File: src/rtl/gate_chk_cnt.sv
// rtl/gate_chk_cnt.sv - saturating counter with synchronous clear
module gate_chk_cnt #(
  parameter int W = 16
) (
  input  logic         clk,
  input  logic         rst,
  input  logic         clr,
  input  logic         inc,
  output logic [W-1:0] cnt
);

  // Count up on inc, hold at all-ones instead of wrapping
  always_ff @(posedge clk) begin
    if (rst || clr) begin
      cnt <= '0;
    end else if (inc && (cnt != '1)) begin
      cnt <= cnt + W'(1);
    end
  end

endmodule

File: config.mk
export PLATFORM = sky130hd
export DESIGN_NAME = gate_chk_cnt
export DESIGN_NICKNAME = d
export VERILOG_FILES = /design/src/rtl/gate_chk_cnt.sv
export SDC_FILE = /design/constraint.sdc
export NUM_CORES = 1
export LEC_CHECK = 0
export ABC_AREA = 1
export ABC_CLOCK_PERIOD_IN_PS = 1300
export CAP_MARGIN = 15
export CORE_UTILIZATION = 25
export CTS_BUF_LIST = sky130_fd_sc_hd__clkbuf_16
export DETAILED_ROUTE_END_ITERATION = 16
export PLACE_DENSITY = 0.51
export SLEW_MARGIN = 20
export SYNTH_ARGS = -nofsm -noshare
export SYNTH_HDL_FRONTEND = slang
export SYNTH_SLANG_ARGS = --single-unit
File: constraint.sdc
create_clock -name clk -period 1.3 [get_ports clk]
set_input_delay 0.26 -clock clk [delete_from_list [all_inputs] [get_ports clk]]
set_output_delay 0.26 -clock clk [all_outputs]
set_load 0.02 [all_outputs]
==> metrics <==
Largest register FFs=16; # port buffers=19; # fillers=around 380; Clock Tree Buf Depth=2; biggest area consumer among synthesized cells=dfxtp_1; failing checks=negative setup slack; Worst Hold End=cnt[15]; Inserted Clock Buffers=3; top flop regs=cnt x16; worst hold path startpoint=cnt[15]; clock skew=between 0.001 and 0.0015 ns; CP endpoint kind=flip-flop; R2R setup slack=-0.03 ns; layout cell share with drive strength beyond 1=a little under two fifths; RSZ-0062 raised after global routing=true; Post-Layout Cell Count=238; leakage power=about 0.00065 µW; commonest cells after routing, fill and taps aside=nand2_1, nor2_1, buf_4; worst relative slew slack=between 80% and 90%; initial antenna violation count=0; clk root buf=clkbuf_16; Final WS setup=-0.0331 ns; Post-DP Area=roughly 1400 µm²; DRT iter0 DRCs=24; outcome=complete, but fails checks; # diodes=0; RR Endpoint=cnt[2]; top cell type's share of synthesized area=approximately 34%; Hold Path Depth=2; gpl congestion=~0.86; Layout Nets=~200; post-route cell area=around 1500 µm²; ranking of synthesized cells by area=dfxtp_1, nand2_1, nor2_1; IR drop worst, VDD=roughly 0.42 mV; most common cell after layout, fill and taps aside=nand2_1; Worst-Margin Slew=between 0.2 and 0.25 ns; Std-Cell Rows=22; Mapped Cells=around 150; sequential element share of the synthesized area=around 34%; io pins=20; Max H-tree Level=1; gr ovfl total=0; dominant synthesized flop cell=dfxtp_1; Post-Syn Area=951 µm²; maxcap violations=0; drt pass-1 iters=3; Die H=between 60 and 70 µm; Syn Nets=around 150; clock sinks=16; Tmin final=~1.3 ns; worst hold path class=reg2reg; vias in the first global route=between 1000 and 1500; Post-synth EDFFs=0; Die X=about 64 µm; number of synthesized register bits=16; total power divided by cell area=between 700 and 800 nW/µm²; later-pin clock latency in the skew report=about 0.25 ns; Routed WL=2.52 mm; setup TNS=-0.0849 ns; Critical Path Fanout Max=5; FF-to-FF Start=cnt[0]; DRT antenna net count=0; Total Routing Usage GR=between 10% and 20%; startpoint types=flip-flop; global-route wire length before repair=about 4.4 mm; crit path DAT=approximately 1.5 ns; Req. time, crit path=between 1 and 1.5 ns; DR vias=between 1000 and 1500; Final setup viols=4; mean post-synth cell area=6.38 µm²; DRC Markers=0; synth warn=0; CTS tree=done; FF-to-FF path depth=8; Yosys cell types=21; final hold vios=0; wire length per cell=roughly 11 µm; post-synthesis async set-or-reset flop share=0%; Crit Path Category=reg2reg; DP Cell Count=232; Vias/cell=4.38; fin crit share=103%; clk slew on worst S/H paths=about 0.050 ns; register with the most flip-flops=cnt; Achievable Freq=between 700 and 800 MHz; max-slew violations=0; Core Area=roughly 3700 µm²; worst slack, placed=-0.217 ns; Area Growth Syn to Fin=58.9%; HPWL after DPL=roughly 1.9 mm; Starting Density=26.0%; die area=between 4000 and 5000 µm²; largest net degree at the start of global routing=13; Hold-fix buffers, CTS=0
## logic make-up after synthesis
group	after synthesis	synth area share (%)
AO/OA/AOI/OAI	14	8.03
adder cells (fa/ha/maj)	1	1.32
buffers and inverters	16	7.50
flip-flops	16	33.7
AND/OR/NAND/NOR	102	49.5
## per-layer routing
| layer | up-vias | routed length, µm | GRT usage, % |
|---|---|---|---|
| li1 | 555 | - | - |
| met1 | 471 | 1100 | 16.3 |
| met2 | 12 | 1280 | 24.1 |
| met3 | 5 | 88 | 4.17 |
| met4 | 0 | 50 | 6.82 |
| met5 | - | 0 | 0 |
## cell type report
class / count / area (µm²) / area share, %
multi-input cells: 117 / 661 / 43.7
flip-flops and latches: 16 / 345 / 22.8
repair buffers: 39 / 313 / 20.7
clock buffers: 3 / 75.1 / 4.97
well taps: 48 / 60.1 / 3.97
inverters: 14 / 53.8 / 3.56
clock inverters: 1 / 3.75 / 0.248
## synth_stat cells, types with 3 or more instances
library cell,instances
dfxtp_1,16
inv_1,12
nand2_2,3
nor2_1,34
a21oi_1,9
o21ai_0,3
nor2_2,3
nor2_4,4
nand2_1,38
nand3_1,14
nand4_1,3
## worst max-delay path, cell delays in order (launching register included)
cell,delay (ns)
dfxtp_4,0.35
ha_4,0.15
nand2_4,0.06
nor2_4,0.13
nand2_2,0.10
nor2_4,0.19
nor2_4,0.07
a21oi_1,0.13
nor2_1,0.05
## report_power, final
part,total (µW),switching (µW),internal [µW],leakage (µW)
logic,69.4,36.4,33.0,0.000478
registers,494,2.88,491,0.000138
clock network,622,213,409,0.0000385
## repair_timing
item / 4_1_cts / 5_1_grt
pin swaps: 3 / 1
gates resized for setup: 31 / 17
setup buffers: 1 / 1
endpoints found under the setup margin: 29 / 20
## how the worst max path moves through the flow
stage          startpoint      end
4_1_cts            cnt[0]   cnt[4]
3_3_place_gp          inc  cnt[14]
3_5_place_dp          inc  cnt[14]
2_1_floorplan      cnt[0]  cnt[13]
6_report           cnt[0]   cnt[2]
5_1_grt            cnt[0]   cnt[2]
## per-stage QoR
stage | hold slack, ns | total power (µW) | utilization [%]
5_1_grt | 0.537 | 1230 | 41.3
4_1_cts | 0.518 | 1210 | 40.2
3_3_place_gp | 0.504 | 572 | 36.9
2_1_floorplan | 0.442 | 538 | -
6_report | 0.510 | 1190 | 41.3
3_5_place_dp | 0.508 | 574 | 36.9
Note: power is estimated with default switching activity, not from simulation.
